--- src/rtl/dsp_mac_sequencer_if.sv ---
// rtl/dsp_mac_sequencer_if.sv - job, operand, slice and result signal bundle for dsp_mac_sequencer
//
// Purpose: groups every non-clock/reset signal of dsp_mac_sequencer.
// Ports (modport slave = sequencer side, master = environment side):
//   start, len                  job command, sampled in IDLE
//   in_valid, in_ready, in_a/b  operand pair stream
//   dsp_a, dsp_b, dsp_opmode,   registered operands, opmode and clock enable
//   dsp_ce, dsp_p                 to the slice; slice P back to the sequencer
//   busy                        high outside IDLE
//   out_valid, out_ready,       held dot-product result handshake
//   result
interface dsp_mac_sequencer_if #(
  parameter int datainwidth  = 18,
  parameter int dataoutwidth = 48,
  parameter int lenwidth     = 16
);
  logic                    start;
  logic [lenwidth-1:0]     len;
  logic                    in_valid;
  logic                    in_ready;
  logic [datainwidth-1:0]  in_a;
  logic [datainwidth-1:0]  in_b;
  logic [datainwidth-1:0]  dsp_a;
  logic [datainwidth-1:0]  dsp_b;
  logic [7:0]              dsp_opmode;
  logic                    dsp_ce;
  logic [dataoutwidth-1:0] dsp_p;
  logic                    busy;
  logic                    out_valid;
  logic                    out_ready;
  logic [dataoutwidth-1:0] result;

  modport slave (
    input  start, len, in_valid, in_a, in_b, dsp_p, out_ready,
    output in_ready, dsp_a, dsp_b, dsp_opmode, dsp_ce, busy, out_valid, result
  );

  modport master (
    output start, len, in_valid, in_a, in_b, dsp_p, out_ready,
    input  in_ready, dsp_a, dsp_b, dsp_opmode, dsp_ce, busy, out_valid, result
  );
endinterface

--- src/rtl/dsp_mac_sequencer.sv ---
// rtl/dsp_mac_sequencer.sv - dot-product job sequencer driving one pipelined DSP slice
//
// Purpose: accepts a job (start/len), streams len operand pairs into the slice
// while generating a clear-then-accumulate opmode, and captures the final P as
// a held result behind a valid/ready handshake.
// Ports:
//   clk          rising-edge clock
//   rstn         asynchronous active-low reset; aborts any job in flight
//   bus (slave)  job command, operand stream, slice connection, busy, result
module dsp_mac_sequencer #(
  parameter int datainwidth  = 18,
  parameter int dataoutwidth = 48,
  parameter int lenwidth     = 16,
  parameter int OPLAG        = 1,
  parameter int PLAT         = 3
) (
  input  logic               clk,
  input  logic               rstn,
  dsp_mac_sequencer_if.slave bus
);

  localparam logic [1:0] S_IDLE  = 2'd0;
  localparam logic [1:0] S_RUN   = 2'd1;
  localparam logic [1:0] S_DRAIN = 2'd2;
  localparam logic [1:0] S_DONE  = 2'd3;

  localparam logic [7:0] OPM_IDLE  = 8'h00;
  localparam logic [7:0] OPM_FIRST = 8'h01;  // X=M, Z=0: clears the previous job's P
  localparam logic [7:0] OPM_HOLD  = 8'h08;  // X=0, Z=P: bubble, P holds
  localparam logic [7:0] OPM_ACC   = 8'h09;  // X=M, Z=P

  typedef struct packed {
    logic live;   // pushed during this job; cleared entries give the idle opmode
    logic v;
    logic first;
    logic last;
  } tag_t;

  localparam int TAGW = (PLAT + 1) * $bits(tag_t);

  logic [1:0]              state_q, state_d;
  logic [lenwidth-1:0]     remaining_q, remaining_d;
  logic                    first_q, first_d;
  // Entry k describes the operand issued k cycles ago; entry 0 is the issue cycle.
  tag_t [PLAT:0]           tag_q, tag_d;
  logic [datainwidth-1:0]  dsp_a_q, dsp_a_d, dsp_b_q, dsp_b_d;
  logic [7:0]              opmode_q, opmode_d;
  logic                    out_valid_q, out_valid_d;
  logic [dataoutwidth-1:0] result_q, result_d;

  logic pipe_en, hs_in, hs_out, last_pair, done_tag;
  tag_t tag_in, tag_op;

  assign pipe_en   = (state_q == S_RUN) || (state_q == S_DRAIN);
  assign hs_in     = (state_q == S_RUN) && bus.in_valid;
  assign hs_out    = out_valid_q && bus.out_ready;
  assign last_pair = (remaining_q == lenwidth'(1));
  assign tag_in    = '{live: 1'b1, v: hs_in, first: hs_in & first_q, last: hs_in & last_pair};
  // The opmode register adds one cycle, so it is fed from the tap one short of OPLAG.
  assign tag_op    = tag_q[OPLAG-1];
  assign done_tag  = tag_q[PLAT].live & tag_q[PLAT].v & tag_q[PLAT].last;

  always_comb begin
    state_d     = state_q;
    remaining_d = remaining_q;
    first_d     = first_q;
    tag_d       = tag_q;
    dsp_a_d     = dsp_a_q;
    dsp_b_d     = dsp_b_q;
    opmode_d    = OPM_IDLE;
    out_valid_d = out_valid_q;
    result_d    = result_q;

    if (pipe_en) begin
      tag_d = TAGW'({tag_q, tag_in});
      if (tag_op.live) begin
        if (!tag_op.v)         opmode_d = OPM_HOLD;
        else if (tag_op.first) opmode_d = OPM_FIRST;
        else                   opmode_d = OPM_ACC;
      end
    end

    case (state_q)
      S_IDLE: begin
        if (bus.start) begin
          tag_d   = '0;
          first_d = 1'b1;
          if (bus.len == '0) begin
            result_d    = '0;
            out_valid_d = 1'b1;
            state_d     = S_DONE;
          end else begin
            remaining_d = bus.len;
            state_d     = S_RUN;
          end
        end
      end
      S_RUN: begin
        if (hs_in) begin
          dsp_a_d     = bus.in_a;
          dsp_b_d     = bus.in_b;
          first_d     = 1'b0;
          remaining_d = remaining_q - lenwidth'(1);
          if (last_pair) state_d = S_DRAIN;
        end
      end
      S_DRAIN: begin
        if (done_tag) begin
          result_d    = bus.dsp_p;
          out_valid_d = 1'b1;
          state_d     = S_DONE;
        end
      end
      S_DONE: begin
        // start is deliberately not looked at here, even on the handshake cycle.
        if (hs_out) begin
          out_valid_d = 1'b0;
          state_d     = S_IDLE;
        end
      end
      default: state_d = S_IDLE;
    endcase
  end

  always_ff @(posedge clk or negedge rstn) begin
    if (!rstn) begin
      state_q     <= S_IDLE;
      remaining_q <= '0;
      first_q     <= 1'b0;
      tag_q       <= '0;
      dsp_a_q     <= '0;
      dsp_b_q     <= '0;
      opmode_q    <= OPM_IDLE;
      out_valid_q <= 1'b0;
      result_q    <= '0;
    end else begin
      state_q     <= state_d;
      remaining_q <= remaining_d;
      first_q     <= first_d;
      tag_q       <= tag_d;
      dsp_a_q     <= dsp_a_d;
      dsp_b_q     <= dsp_b_d;
      opmode_q    <= opmode_d;
      out_valid_q <= out_valid_d;
      result_q    <= result_d;
    end
  end

  assign bus.in_ready   = (state_q == S_RUN);
  assign bus.dsp_ce     = pipe_en;
  assign bus.busy       = (state_q != S_IDLE);
  assign bus.dsp_a      = dsp_a_q;
  assign bus.dsp_b      = dsp_b_q;
  assign bus.dsp_opmode = opmode_q;
  assign bus.out_valid  = out_valid_q;
  assign bus.result     = result_q;

endmodule

--- src/flat_wrapper.sv ---
// flat-port wrapper written by rule: the top's interface ports become plain ports
module dsp_mac_sequencer_flat 
#(
  parameter int datainwidth  = 18,
  parameter int dataoutwidth = 48,
  parameter int lenwidth     = 16,
  parameter int OPLAG        = 1,
  parameter int PLAT         = 3
)
  (clk, rstn, bus_start, bus_len, bus_in_valid, bus_in_a, bus_in_b, bus_dsp_p, bus_out_ready, bus_in_ready, bus_dsp_a, bus_dsp_b, bus_dsp_opmode, bus_dsp_ce, bus_busy, bus_out_valid, bus_result);
  dsp_mac_sequencer_if #(.datainwidth(datainwidth), .dataoutwidth(dataoutwidth), .lenwidth(lenwidth)) bus_i ();
  input  logic clk;
  input  logic rstn;
  input wire logic [$bits(bus_i.start)-1:0] bus_start;
  input wire logic [$bits(bus_i.len)-1:0] bus_len;
  input wire logic [$bits(bus_i.in_valid)-1:0] bus_in_valid;
  input wire logic [$bits(bus_i.in_a)-1:0] bus_in_a;
  input wire logic [$bits(bus_i.in_b)-1:0] bus_in_b;
  input wire logic [$bits(bus_i.dsp_p)-1:0] bus_dsp_p;
  input wire logic [$bits(bus_i.out_ready)-1:0] bus_out_ready;
  output wire logic [$bits(bus_i.in_ready)-1:0] bus_in_ready;
  output wire logic [$bits(bus_i.dsp_a)-1:0] bus_dsp_a;
  output wire logic [$bits(bus_i.dsp_b)-1:0] bus_dsp_b;
  output wire logic [$bits(bus_i.dsp_opmode)-1:0] bus_dsp_opmode;
  output wire logic [$bits(bus_i.dsp_ce)-1:0] bus_dsp_ce;
  output wire logic [$bits(bus_i.busy)-1:0] bus_busy;
  output wire logic [$bits(bus_i.out_valid)-1:0] bus_out_valid;
  output wire logic [$bits(bus_i.result)-1:0] bus_result;
  assign bus_i.start = bus_start;
  assign bus_i.len = bus_len;
  assign bus_i.in_valid = bus_in_valid;
  assign bus_i.in_a = bus_in_a;
  assign bus_i.in_b = bus_in_b;
  assign bus_i.dsp_p = bus_dsp_p;
  assign bus_i.out_ready = bus_out_ready;
  assign bus_in_ready = bus_i.in_ready;
  assign bus_dsp_a = bus_i.dsp_a;
  assign bus_dsp_b = bus_i.dsp_b;
  assign bus_dsp_opmode = bus_i.dsp_opmode;
  assign bus_dsp_ce = bus_i.dsp_ce;
  assign bus_busy = bus_i.busy;
  assign bus_out_valid = bus_i.out_valid;
  assign bus_result = bus_i.result;
  dsp_mac_sequencer #(.datainwidth(datainwidth), .dataoutwidth(dataoutwidth), .lenwidth(lenwidth), .OPLAG(OPLAG), .PLAT(PLAT)) u_core (.clk(clk), .rstn(rstn), .bus(bus_i));
endmodule
--- config.mk ---
export PLATFORM = sky130hd
export DESIGN_NAME = dsp_mac_sequencer_flat
export DESIGN_NICKNAME = d
export VERILOG_FILES = /design/src/rtl/dsp_mac_sequencer_if.sv /design/src/rtl/dsp_mac_sequencer.sv /design/src/flat_wrapper.sv
export SDC_FILE = /design/constraint.sdc
export NUM_CORES = 1
export LEC_CHECK = 0
export CORE_ASPECT_RATIO = 1.75
export CORE_MARGIN = 3
export CORE_UTILIZATION = 47
export DETAILED_ROUTE_END_ITERATION = 6
export PLACE_DENSITY = 0.86
export REMOVE_ABC_BUFFERS = 1
export SYNTH_ARGS = -nofsm -noshare
export SYNTH_HDL_FRONTEND = slang
export SYNTH_SLANG_ARGS = --single-unit
--- constraint.sdc ---
create_clock -name clk -period 3.4 [get_ports clk]
set_input_delay 0.68 -clock clk [delete_from_list [all_inputs] [get_ports clk]]
set_output_delay 0.68 -clock clk [all_outputs]
set_load 0.02 [all_outputs]
; ---- Word-level counts from Yosys, hierarchy flattened
; Index checks and enable logic that the tools add are counted.
[word_totals]
output_inout_bits = 96
reg_bits = 128
in_bits = 105
wordCells = 85
[classes]
eq_ne = 11
bitwise_logic = 4
muxes = 30
reduce_logical = 15
n_addsub = 1
[ops]
columns = op, n
row1 = $mux W48, 3
row2 = $mux W16, 6
row3 = $pmux W48 S2, 1
row4 = $pmux W16 S2, 1
row5 = $mux W8, 3
row6 = $eq A16 B1 Y1 const B, 1
row7 = $logic_not A16 Y1, 1
row8 = $sub A16 B1 Y16 const B, 1
row9 = $mux W2, 6
row10 = $ne A2 B1 Y1 const B, 5
row11 = $reduce_and A5 Y1, 2
row12 = $pmux W2 S4, 1
row13 = $reduce_and A4 Y1, 2
row14 = $mux W1, 6
row15 = $reduce_bool A2 Y1, 3
row16 = $and A1 B1 Y1, 4
row17 = $eq A2 B2 Y1 const B, 2
row18 = $mux W4, 1
row19 = $ne A2 B2 Y1 const B, 2
row20 = $pmux W1 S3, 1
row21 = $reduce_and A3 Y1, 1
row22 = $reduce_bool A3 Y1, 1
row23 = $eq A2 B1 Y1 const B, 1
row24 = $logic_and A1 B1 Y1, 2
row25 = 4 further kinds, 4

; ---- Depth between registers and ports, before layout
[logic_depth]
ltp_word = 6
mapped_depth = 9
mapped_depth_nobuf = 7

; ---- Worst setup path before layout
; No wires, ideal clock.
[synth_timing]
path_kind = register to register
from = register u_core.state_q[1]
to = register u_core.dsp_a_q[13], in the netlist u_core.bus.dsp_a[13]
synth_period_minus_slack_ns = 2.211
path_buffers = 3
setup_slack_ns = 1.189
path_stages_with_launch = 8
setup_time_ns = 0.125
arrival_time_ns = 2.086
required_time_ns = 3.275
cell_sequence = dfrtp_1 inv_1 ha_1 clkbuf_1 and2_1 buf_2 buf_1 mux2_2
[synth_between]
elab_chain_len = 3
[synth_rtl]
columns = item, line_no
row1 = "start, declared", dsp_mac_sequencer.sv:41  ; logic [1:0] state_q, state_d;
row2 = "start signal, assigned", dsp_mac_sequencer.sv:137  ; state_q <= state_d;
row3 = $eq A2 B1 Y1 (*), --
row4 = net bus_in_ready, flat_wrapper.sv:21  ; output wire logic [$bits(bus_i.in_ready)-1:0] bus_in_ready;
row5 = $logic_and A1 B1 Y1, dsp_mac_sequencer.sv:55  ; assign hs_in = (state_q == S_RUN) && bus.in_valid;
row6 = $reduce_and A2 Y1 (no source line) (*), --
row7 = "end signal, assigned", dsp_mac_sequencer.sv:141  ; dsp_a_q <= dsp_a_d;
row8 = "end, declared", dsp_mac_sequencer.sv:46  ; logic [datainwidth-1:0] dsp_a_q, dsp_a_d, dsp_b_q, dsp_b_d;
; Mark *: on every way through the listed nets, which the timed path passes. The rest lies on a longest branch.
; A chain may end at the register's enable or synchronous reset.

; ---- Final worst setup path
[layout_timing]
from = register u_core.state_q[0]
to = output bus_dsp_ce
[layout_between]
elab_chain_len = 2
elab_cells_between_ends = 3
cone_classes = eq/ne: 2 / reduce/logical: 1
[layout_rtl]
columns = item, line_no
row1 = $eq A2 B1 Y1 / $eq A2 B2 Y1 (equally long branches), dsp_mac_sequencer.sv:54  ; assign pipe_en = (state_q == S_RUN) || (state_q == S_DRAIN);
row2 = $logic_or A1 B1 Y1 (*), dsp_mac_sequencer.sv:54
row3 = "end, declared", flat_wrapper.sv:25  ; output wire logic [$bits(bus_i.dsp_ce)-1:0] bus_dsp_ce;
; Mark *: on every way between the ends. The rest lies on a longest branch, timed or not.

==> metrics <==
clock sink count 119; Post-CTS Hold Fix Bufs 0; Post-Synthesis Cells 403; commonest non-fill, non-tap cells in the layout clkdlybuf4s50_1, dfrtp_1, a22o_1; Critical Path Source Type flop; post_cts resized 0; Place WS 0.444 ns; Clock Path Buffers 2; ranking of synthesized cells by area dfrtp_1, a22o_1, mux2_2; Crit Path Category reg -> out; status finished clean; H-tree levels 4; register area share after synthesis 59.1%; Final Setup Violations 0; RR Endpoint u_core.remaining_q[8]; via count 4,024; XOR/XNOR Fraction of Synth Area 0%; largest family of logic cells by synthesized area compound AO/OA/AOI/OAI gates; peak supply drop 382 uV; Final Hold Vio Count 0; clk_skew 0.00857 ns; antenna violations before repair 1; hpwl dp 10,300 um; antenna-violating nets left 0; die height 143 um; complex-gate fraction of the synthesized area 16.6%; RSZ-0062 raised after global routing no; Power Density 455 nW/um^2; Pleak 3.44 nW; Reg2Reg Setup Slack 1.03 ns; Synth area leader dfrtp_1; first-pass GRT wire length 23,000 um; drt total wl 14,500 um; Post-DP Area 7070 sq um; Adder-Cell Fraction of Synth Area 1.99%; Ys Warns 0; die area 12,000 sq um; setup_tns 0 ns; cell area after synthesis 5030 sq um; Tmin final 2.79 ns; final slew viol count 0; final net count 707; maxcap violations 0; Seq cells post-synth 119; Initial Util 48.6%; DRC Markers 0; FP Rows 49; Slew HR 19.1%; fmax 359 MHz; syn avg cell area 12.5 sq um; worst-case reg-to-reg path depth 7; Synth Area in Simple Gates 8.18%; routed len/inst 19.7 um; most common cell after layout, fill and taps aside clkdlybuf4s50_1; vias per std cell 5.48; Port Buffer Count 194; worst hold slack 0.427 ns; Filler cells 691; Crit Path Max Fanout 19; synth unique cells 50; Root Driver clkbuf_16; overall routing resource usage 24.5%; critical path arrival 2.11 ns; Synth top area share 59.1%; Min-Delay Path Class in -> async; fin util 74.4%; Final WS setup 0.612 ns; Crit Reg-Reg Startpoint u_core.state_q[0]; Core Region 10,400 sq um; Area Growth Syn to Fin 53.2%; cts bufs inserted 17; Worst Path Required 2.72 ns; Top FF cell, synth dfrtp_1; I/O Pins 201; GPL Wtd Cong 0.833; Design Area, Final 7710 sq um; Post-CTS Setup Repair Bufs 0; Synth async-reset ratio 100%; total congestion overflow 0; final period utilization 82.0%; crit end category output pin; Reg clk slew, reported paths 0.06 ns; clock latency on the worst-skew pair 0.41 ns; vias in the first global route 4,382; mux share of post-synthesis cell area 10.6%; Worst-Margin Slew 1.21 ns; die width 84.2 um; largest net degree at the start of global routing 76; share of post-route cells with drive strength above 1 13.9%; Pre-antenna DRT Iters 4; TritonCTS clock tree yes; number of synthesized flops with an enable pin 0; Iter 0 DRT Violations 199
## registers in the layout (all words and copies together), names as in the netlist, 2 cells and up
name / flops
u_core.bus.result: 48
u_core.bus.dsp_a: 18
u_core.bus.dsp_b: 18
u_core.remaining_q: 16
u_core.tag_q: 9
u_core.tag_op: 4
u_core.bus.dsp_opmode: 2
u_core.state_q: 2
## power breakdown
group	internal, mW	total [mW]	leakage (nW)	switching (mW)
Sequential	1.42	1.42	1.59	0
Clock	1.25	1.92	0.304	0.664
Combinational	0.113	0.174	1.54	0.0616
## metrics by stage
stage | instances | total power [mW]
floorplan | 377 | 1.46
global placement | 702 | 1.61
detailed placement | 702 | 1.62
CTS | 733 | 3.54
global route | 734 | 3.61
finish | 734 | 3.51
## per-layer routing
metal | wire length [um] | global-route usage [%]
met2 | 8020 | 43.6
met3 | 625 | 5.83
met4 | 439 | 11.3
met5 | 0 | 0
met1 | 5390 | 27.6
## worst max-delay path, stage by stage, from the launching register on
cell	delay, ns
dfrtp_1	0.40
inv_1	0.11
ha_1	0.29
buf_4	0.25
clkdlybuf4s50_1	0.65
## cells by family after synthesis
| kind of cell | count (synthesis) |
|---|---|
| compound gates | 111 |
| fa+ha+maj | 8 |
| buf+inv | 37 |
| flops | 119 |
| mux | 49 |
| other cells | 1 |
| simple gates | 78 |
## worst max-delay path by stage
stage / from / endpoint / cells past startpoint
detailed placement: bus_len[5] / u_core.bus.result[19] / 6
global route: u_core.state_q[0] / bus_dsp_ce / 4
finish: u_core.state_q[0] / bus_dsp_ce / 4
floorplan: u_core.state_q[0] / u_core.bus.result[0] / 4
global placement: bus_len[5] / u_core.remaining_q[3] / 6
CTS: u_core.state_q[0] / bus_dsp_ce / 4
## cell type report
| type | count | area, sq um | share of cell area [%] |
|---|---|---|---|
| Clock buffer | 18 | 439 | 5.70 |
| Inverter | 6 | 22.5 | 0.292 |
| Antenna cell | 1 | 2.50 | 0.0325 |
| Clock inverter | 13 | 196 | 2.55 |
| Multi-Input combinational cell | 252 | 1920 | 24.9 |
| Tap cell | 127 | 159 | 2.06 |
| Sequential cell | 119 | 2980 | 38.6 |
| Timing Repair Buffer | 198 | 1990 | 25.9 |
## cells in the mapped netlist (6+ instances only)
library cell / count
dfrtp_1: 119
a22o_1: 50
mux2_2: 36
nor2_1: 28
a21oi_1: 21
clkbuf_1: 16
mux2i_1: 13
nand2_1: 12
o21ai_0: 10
ha_1: 8
o22a_1: 8
buf_2: 7
buf_4: 6
nand3_1: 6
nor4_1: 6
No activity file was read; power rests on OpenSTA's default activity.
